### config.mk
export PLATFORM = sky130hd
export DESIGN_NAME = id_scoreboard_fwd
export DESIGN_NICKNAME = d
export VERILOG_FILES = /design/src/rtl/id_pipe_pkg.sv /design/src/rtl/sb_reg_counter.sv /design/src/rtl/id_scoreboard_fwd.sv
export SDC_FILE = /design/constraint.sdc
export NUM_CORES = 1
export LEC_CHECK = 0
export CAP_MARGIN = 15
export CORE_UTILIZATION = 32
export DETAILED_ROUTE_END_ITERATION = 10
export GPL_TIMING_DRIVEN = 0
export SLEW_MARGIN = 20
export SYNTH_ARGS = -nofsm -noshare
export SYNTH_HDL_FRONTEND = slang
export SYNTH_SLANG_ARGS = --single-unit
### constraint.sdc
create_clock -name clk -period 3.4 [get_ports clk]
set_input_delay 0.51 -clock clk [delete_from_list [all_inputs] [get_ports clk]]
set_output_delay 0.51 -clock clk [all_outputs]
set_load 0.05 [all_outputs]
### src/rtl/id_pipe_pkg.sv
// -----------------------------------------------------------------------------
// id_pipe_pkg
// Shared definitions for the ID-stage scoreboard/forwarding slice.
//   FWD_SEL_RF  : operand-select code meaning "take the register file value"
//   LW_DEF      : default latency counter width
//   AW_DEF      : default register address width
//   reg_addr_t  : register address type at the default width
//   fwd_sel_w() : width of an operand select for a given number of sources
// -----------------------------------------------------------------------------
package id_pipe_pkg;

    localparam int FWD_SEL_RF = 0;
    localparam int LW_DEF     = 3;
    localparam int AW_DEF     = 5;

    typedef logic [AW_DEF-1:0] reg_addr_t;

    // Select code 0 is the register file, codes 1..nfwd are the sources.
    function automatic int fwd_sel_w(input int nfwd);
        return $clog2(nfwd + 1);
    endfunction

endpackage

### src/rtl/sb_reg_counter.sv
// -----------------------------------------------------------------------------
// sb_reg_counter
// Pending-latency down-counter for one architectural register.
// Ports:
//   clk   : clock
//   reset : asynchronous active-low clear
//   flush : synchronous clear (pipeline redirect), wins over load
//   load  : accepted issue writing this register
//   lat   : producer latency to load
//   cnt   : current remaining stall cycles (registered)
// -----------------------------------------------------------------------------
module sb_reg_counter
    import id_pipe_pkg::*;
#(
    parameter int LW = LW_DEF
) (
    input  logic          clk,
    input  logic          reset,
    input  logic          flush,
    input  logic          load,
    input  logic [LW-1:0] lat,
    output logic [LW-1:0] cnt
);

    logic [LW-1:0] cnt_r;
    logic [LW-1:0] dec_s;
    logic [LW-1:0] cnt_next_s;

    // Next count: flush clears, a load keeps the larger of the new latency and
    // the decremented old value (an older, slower producer still in flight
    // must not be shortened), otherwise count down towards zero.
    always_comb begin
        dec_s      = (cnt_r != '0) ? (cnt_r - LW'(1)) : '0;
        cnt_next_s = dec_s;
        if (flush) begin
            cnt_next_s = '0;
        end else if (load) begin
            cnt_next_s = (lat > dec_s) ? lat : dec_s;
        end else begin
            cnt_next_s = dec_s;
        end
    end

    // Counter state with asynchronous clear.
    always_ff @(posedge clk or negedge reset) begin
        if (!reset) begin
            cnt_r <= '0;
        end else begin
            cnt_r <= cnt_next_s;
        end
    end

    assign cnt = cnt_r;

endmodule

### src/rtl/id_scoreboard_fwd.sv
// -----------------------------------------------------------------------------
// id_scoreboard_fwd
// ID-stage hazard scoreboard and operand forwarding, one per register file.
// A per-register latency counter stalls consumers for exactly as long as a
// multi-cycle producer needs; operands are taken from the youngest matching
// forwarding source or, failing that, the register file.
// Ports:
//   clk, reset (async active-low)
//   issue_valid, flush, rs, rt, rs_used, rt_used, rd_wr, rd, rd_lat : ID info
//   fwd_valid/fwd_rw/fwd_data : NFWD forwarding sources, index 0 youngest
//   rf_a, rf_b    : register file read data
//   op_a, op_b    : selected operands (combinational)
//   sel_a, sel_b  : 0 = register file, k+1 = source k (combinational)
//   stall         : hold PC and IF/ID, bubble into ID/EX (combinational)
//   pending       : bit r set while register r has a nonzero counter
//   stall_cycles  : stall statistics counter
// Build option: define ID_SB_STATS_EN to implement stall_cycles; otherwise it
// reads as zero and no counter flops exist.
// -----------------------------------------------------------------------------
module id_scoreboard_fwd
    import id_pipe_pkg::*;
#(
    parameter  int NREGS = 32,
    parameter  int AW    = 5,
    parameter  int DW    = 32,
    parameter  int NFWD  = 2,
    parameter  int LW    = LW_DEF,
    localparam int SW    = fwd_sel_w(NFWD)
) (
    input  logic               clk,
    input  logic               reset,
    input  logic               issue_valid,
    input  logic               flush,
    input  logic [AW-1:0]      rs,
    input  logic [AW-1:0]      rt,
    input  logic               rs_used,
    input  logic               rt_used,
    input  logic               rd_wr,
    input  logic [AW-1:0]      rd,
    input  logic [LW-1:0]      rd_lat,
    input  logic [NFWD-1:0]    fwd_valid,
    input  logic [NFWD*AW-1:0] fwd_rw,
    input  logic [NFWD*DW-1:0] fwd_data,
    input  logic [DW-1:0]      rf_a,
    input  logic [DW-1:0]      rf_b,
    output logic [DW-1:0]      op_a,
    output logic [DW-1:0]      op_b,
    output logic [SW-1:0]      sel_a,
    output logic [SW-1:0]      sel_b,
    output logic               stall,
    output logic [NREGS-1:0]   pending,
    output logic [31:0]        stall_cycles
);

    logic [NREGS-1:0][LW-1:0] cnt_s;
    logic [NREGS-1:0]         pending_s;
    logic                     hit_a_s;
    logic                     hit_b_s;
    logic                     stall_s;
    logic                     load_s;
    logic [SW-1:0]            sel_a_s;
    logic [SW-1:0]            sel_b_s;
    logic [DW-1:0]            op_a_s;
    logic [DW-1:0]            op_b_s;

    // Register 0 is hardwired zero and never becomes pending.
    assign cnt_s[0] = '0;

    for (genvar r = 1; r < NREGS; r++) begin : g_cnt
        sb_reg_counter #(
            .LW (LW)
        ) u_cnt (
            .clk   (clk),
            .reset (reset),
            .flush (flush),
            .load  (load_s && (rd == AW'(r))),
            .lat   (rd_lat),
            .cnt   (cnt_s[r])
        );
    end

    // Hazard detection on pre-update counters; a flush cycle never stalls.
    always_comb begin
        hit_a_s = rs_used && (rs != '0) && (cnt_s[rs] != '0);
        hit_b_s = rt_used && (rt != '0) && (cnt_s[rt] != '0);
        stall_s = issue_valid && !flush && (hit_a_s || hit_b_s);
        load_s  = issue_valid && !stall_s && !flush && rd_wr && (rd != '0);
    end

    // Pending bitmap straight from the counters.
    always_comb begin
        pending_s = '0;
        for (int r = 0; r < NREGS; r++) begin
            pending_s[r] = (cnt_s[r] != '0);
        end
    end

    // Forwarding priority mux: scan oldest to youngest so the lowest matching
    // index (youngest result) is the one left standing.
    always_comb begin
        sel_a_s = SW'(FWD_SEL_RF);
        sel_b_s = SW'(FWD_SEL_RF);
        op_a_s  = rf_a;
        op_b_s  = rf_b;
        for (int k = NFWD - 1; k >= 0; k--) begin
            sel_a_s = (fwd_valid[k] && (fwd_rw[k*AW +: AW] == rs) && (rs != '0))
                      ? SW'(k + 1) : sel_a_s;
            op_a_s  = (fwd_valid[k] && (fwd_rw[k*AW +: AW] == rs) && (rs != '0))
                      ? fwd_data[k*DW +: DW] : op_a_s;
            sel_b_s = (fwd_valid[k] && (fwd_rw[k*AW +: AW] == rt) && (rt != '0))
                      ? SW'(k + 1) : sel_b_s;
            op_b_s  = (fwd_valid[k] && (fwd_rw[k*AW +: AW] == rt) && (rt != '0))
                      ? fwd_data[k*DW +: DW] : op_b_s;
        end
    end

    assign stall   = stall_s;
    assign pending = pending_s;
    assign sel_a   = sel_a_s;
    assign sel_b   = sel_b_s;
    assign op_a    = op_a_s;
    assign op_b    = op_b_s;

`ifdef ID_SB_STATS_EN
    logic [31:0] stall_cycles_r;

    // Saturating count of stalled cycles.
    always_ff @(posedge clk or negedge reset) begin
        if (!reset) begin
            stall_cycles_r <= 32'd0;
        end else if (stall_s && (stall_cycles_r != 32'hFFFF_FFFF)) begin
            stall_cycles_r <= stall_cycles_r + 32'd1;
        end else begin
            stall_cycles_r <= stall_cycles_r;
        end
    end

    assign stall_cycles = stall_cycles_r;
`else
    assign stall_cycles = 32'd0;
`endif

endmodule
* Word-level counts from Yosys, hierarchy flattened *
Index checks and enable logic that the tools add are counted.

operators by class
  bitwise operators = 0
  multiplexer cells = 136
  $mul = 0
  shift operators = 0
  div/mod/pow operators = 0
  add/subtract/negate cells = 31
  reduce and logical (&&, ||, !) cells = 88
  eq/ne operators = 35
  $lt $le $gt $ge = 33

operators with widths
  operator                                             number
  2-to-1 mux 3 bit                                     126
  2-to-1 mux 32 bit                                    4
  nonzero test 3 bit                                   33
  > comparator 3 bit                                   31
  subtractor 3 x 1 -> 3 bit, second input constant     31
  equality test 5 bit, second input constant           16
  logical AND 1 bit                                    49
  equality test 5 x 4 -> 1 bit, second input constant  8
  binary-select mux 3 bit (select 5 bit)               2
  equality test 5 x 3 -> 1 bit, second input constant  4
  equality test 5 bit                                  4
  nonzero test 5 bit                                   3
  < comparator 5 x 6 -> 1 bit, second input constant   2
  equality test 5 x 2 -> 1 bit, second input constant  2
  2-to-1 mux 2 bit                                     4
  equality test 5 x 1 -> 1 bit, second input constant  1
  logical NOT 1 bit                                    2
  logical OR 1 bit                                     1

storage, ports and cells
  output and inout bits = 133
  memories = 0
  bits in read-only memories = 0
  word-level logic and storage cells = 354
  latch bits = 0
  bits in writable memories = 0
  bits in registers = 93

* Logic depth before layout (Yosys ltp) *
  depth after elaboration = 14
  mapped depth = 10

* Cells and area by module *
Synthesis repeated with hierarchy kept, for this count alone.

second synthesis, totals
  cell total of the unflattened synthesis = 1279
  area total of the unflattened synthesis = 10866.7 sq um

modules (own cells, without submodules)
  module             cells each  sequential area each (sq um)  area each (sq um)  instances
  sb_reg_counter     25          75.1                          242.7              31
  id_scoreboard_fwd  504         0.0                           3342.0             1

* Worst setup path before layout *
OpenSTA, ideal clock, no wires.

  path kind = input -> output
  start = input port rt[0]
  end = output port op_b[10]
  buffers on the path = 3
  stages on the path = 7
  slack = -0.683 ns
  data arrival time = 3.573 ns
  required time = 2.890 ns
  path through = buf_1 > buf_1 > xor2_1 > nor4_1 > buf_2 > mux2i_1 > o21ai_0

between the ends
  word-level cells in the longest chain between the ends = 5
  elaborated cells between the ends (all ways) = 9
  those cells by class = 2 x eq/ne; 2 x mux; 5 x reduce/logical

RTL lines
  item                             line                      text
  from (decl)                      id_scoreboard_fwd.sv:35   input logic [AW-1:0] rt,
  equality test 5 bit              id_scoreboard_fwd.sv:112  op_b_s = (fwd_valid[k] && (fwd_rw[k*AW +: AW] == rt) && (rt != '0))
  logical AND 1 bit (2 in series)  id_scoreboard_fwd.sv:112
  2-to-1 mux 32 bit                id_scoreboard_fwd.sv:113  ? fwd_data[k*DW +: DW] : op_b_s;
  2-to-1 mux 32 bit *              id_scoreboard_fwd.sv:113
  to (decl)                        id_scoreboard_fwd.sv:47   output logic [DW-1:0] op_b,

Mark *: on every way between the ends. The rest lies on a longest branch, timed or not.

* Worst setup path in the final report *
  start = input port rs[1]
  end = output port stall

between the ends
  word-level cells in the longest chain between the ends = 6
  elaborated cells between the ends (all ways) = 8
  those cells by class = 2 x mux; 6 x reduce/logical

RTL lines
  item                                    line                     text
  from (decl)                             id_scoreboard_fwd.sv:34  input logic [AW-1:0] rs,
  binary-select mux 3 bit (select 5 bit)  id_scoreboard_fwd.sv:84  hit_a_s = rs_used && (rs != '0) && (cnt_s[rs] != '0);
  2-to-1 mux 3 bit (implied by the code)  id_scoreboard_fwd.sv:84
  nonzero test 3 bit                      id_scoreboard_fwd.sv:84
  logical AND 1 bit *                     id_scoreboard_fwd.sv:84
  logical OR 1 bit *                      id_scoreboard_fwd.sv:86  stall_s = issue_valid && !flush && (hit_a_s || hit_b_s);
  logical AND 1 bit *                     id_scoreboard_fwd.sv:86
  to (decl)                               id_scoreboard_fwd.sv:50  output logic stall,

Mark *: on every way between the ends. The rest lies on a longest branch, timed or not. The select of a mux whose other input is x is not followed.

==> out/metrics.yaml <==
status: "finished, final reports clean"
wl_per_cell_um: 21.6
ctsHtreeMaxLevel: 3
place.gp.congestion: 0.910
dpl_cell_area_mm2: 0.0131
fillers: 2977
crit_required_ns: 2.89
critical_path.endpoint: "stall"
grt_pass1_wl_um: 59800
leakagePower_nw: 6.11
cts_tree: "done"
yosysWarnings: 0
core_mm2: 0.0296
post-route-period-util_pct: 98.7
syn_area_mm2: 0.00966
reg2reg_from: "g_cnt[1].u_cnt.cnt[1]"
maxCapViolations: 0
io_buffers: 258
syn_to_final_growth_pct: 40.0
die_h_um: 176
fmax_ghz: 0.298
post-place-ws_ns: -2.38
end_kind: "output port"
cts_inserted_buffers: 9
grt_use_total_pct: 25.7
min_period_ns: 3.35
dieArea_mm2: 0.0309
nets: 1723
num_io_pins: 298
antenna_found_initial: 12
max-vdd-ir-drop_mv: 0.270
ys.flop_type: "dfrtp_1"
drc: 0
worstMarginPinSlew_ns: 0.891
clock_tree.root_cell: "clkbuf_16"
critical_path_arrival_ns: 2.84
place_inst: 1838
drt_iter0_markers: 555
largest_register_ffs: 93
synth_cell_type_count: 49
vias: 10100
place_hpwl_um: 31300
setup_slack_ns: 0.0454
grt_remaining_overflow: 0
stdcell_count: 1871
r2r_end: "g_cnt[22].u_cnt.cnt[1]"
hold_viol_final: 0
synth_edf_count: 0
r2r_slack_ns: 0.17
ant_nets: 0
synth_seq_area_share_pct: 24.1
first_pass_iters: 5
drive_gt1_share_pct: 16.3
setup_violations: 0
start_kind: "input pin"
viasPerCell: 5.40
clk_latency_ns: 0.36
rsz0062_at_grt: "true"
synthArstFlopShare_pct: 100
clk_pin_slew_ns: 0.07
floorplan.initialDensity_pct: 32.6
hold_class: "input pin to asynchronous set/reset pin"
final_cell_mix: "181 x clkdlybuf4s50_1, 110 x nor2_1, 103 x mux2i_1"
reg2reg_depth: 9
path_class: "input pin to output port"
final_common_cell: "clkdlybuf4s50_1"
design_area_mm2: 0.0135
routed_wl_um: 40500
crit_start: "rs[1]"
hold_buffers: 0
row_count: 63
grt_max_degree: 51
avgSynthCellArea_um2: 8.37
finalClockSkew_ns: 0.00768
utilization_pct: 45.6
die_w_um: 176
first_global_vias: 10000
p_per_area_mw_per_mm2: 255
cts_buffer_depth: 2
final_max_slew_viol_count: 0
synth_seq_cells: 93
relSlewSlack_pct: 40.6
cts.sinks: 93
cp_max_fo: 10
synth_cells: 1154
## area by class of cell
class	instances	area (um2)	area share (%)
multi-input combinational	937	7020	52.0
tap	390	488	3.61
buffer	91	588	4.35
sequential	93	2330	17.2
clock buffer	9	225	1.67
clock inverter	6	111	0.824
antenna	12	30.0	0.222
timing repair buffer	268	2480	18.4
inverter	65	244	1.80
## kinds of logic after synthesis
kind of cell	count (synthesis)	share of synthesized area [%]
flops	93	24.1
xor+xnor	18	1.63
fa+ha+maj	93	12.0
other cells	1	0.0388
compound gates	245	15.3
simple gates	372	19.2
buf+inv	156	7.47
mux	176	20.2
## how the worst min path moves through the flow
| stage | startpoint | to | slack, ns | cells after the start |
|---|---|---|---|---|
| floorplan | reset | g_cnt[10].u_cnt.cnt[0] | 0.21 | 0 |
| global placement | g_cnt[24].u_cnt.cnt[0] | g_cnt[24].u_cnt.cnt[0] | 0.62 | 2 |
| detailed placement | reset | g_cnt[8].u_cnt.cnt[0] | 0.48 | 1 |
| CTS | reset | g_cnt[8].u_cnt.cnt[0] | 0.09 | 1 |
| global route | reset | g_cnt[8].u_cnt.cnt[2] | 0.10 | 1 |
| finish | reset | g_cnt[8].u_cnt.cnt[2] | 0.07 | 1 |
## metal layers
layer / global-route usage (%) / routed length, um
met1: 28.9 / 15400
met2: 45.8 / 20800
met3: 4.87 / 2660
met4: 13.5 / 1660
met5: 0 / 0
## worst max-delay path, cell delays in order
cell and delay (ns):
dlygate4sd2_1 0.37, buf_6 0.23, mux4_2 0.36, a32o_1 0.32, a2111oi_4 0.39, nor4_4 0.11
buf_6 0.18, nor3b_4 0.19, buf_6 0.18
## repair_timing
action,4_1_cts,5_1_grt
gates resized for setup,438,38
pin swaps,3,1
endpoints found under the setup margin,162,106
setup buffers,3,3
## through the flow
step | power, mW | hold WS [ns] | setup TNS, ns
2_1_floorplan | 1.75 | 0.214 | -0.230
3_3_place_gp | 2.24 | 0.619 | -388.38
3_5_place_dp | 2.27 | 0.477 | -199.44
4_1_cts | 3.45 | 0.0920 | -0.00431
5_1_grt | 3.57 | 0.102 | -0.132
6_report | 3.44 | 0.0660 | 0
## report_power, final
part	switching, mW	leakage (nW)	internal, mW
registers	0.00218	1.30	1.11
clock network	0.484	0.162	0.717
logic	0.711	4.65	0.424
## synth_stat cells, types with 38 or more instances
library cell    n  area [um2]
mux2_1         58         653
dfrtp_1        93        2330
mux2i_1       103        1030
o21ai_0        97         485
a21oi_1        63         315
or3_1          38         238
ha_1           93        1160
nand2_1        70         263
nor2_1        114         428
clkbuf_1       45         169
inv_1          65         244
(Power assumes the default switching activity.)
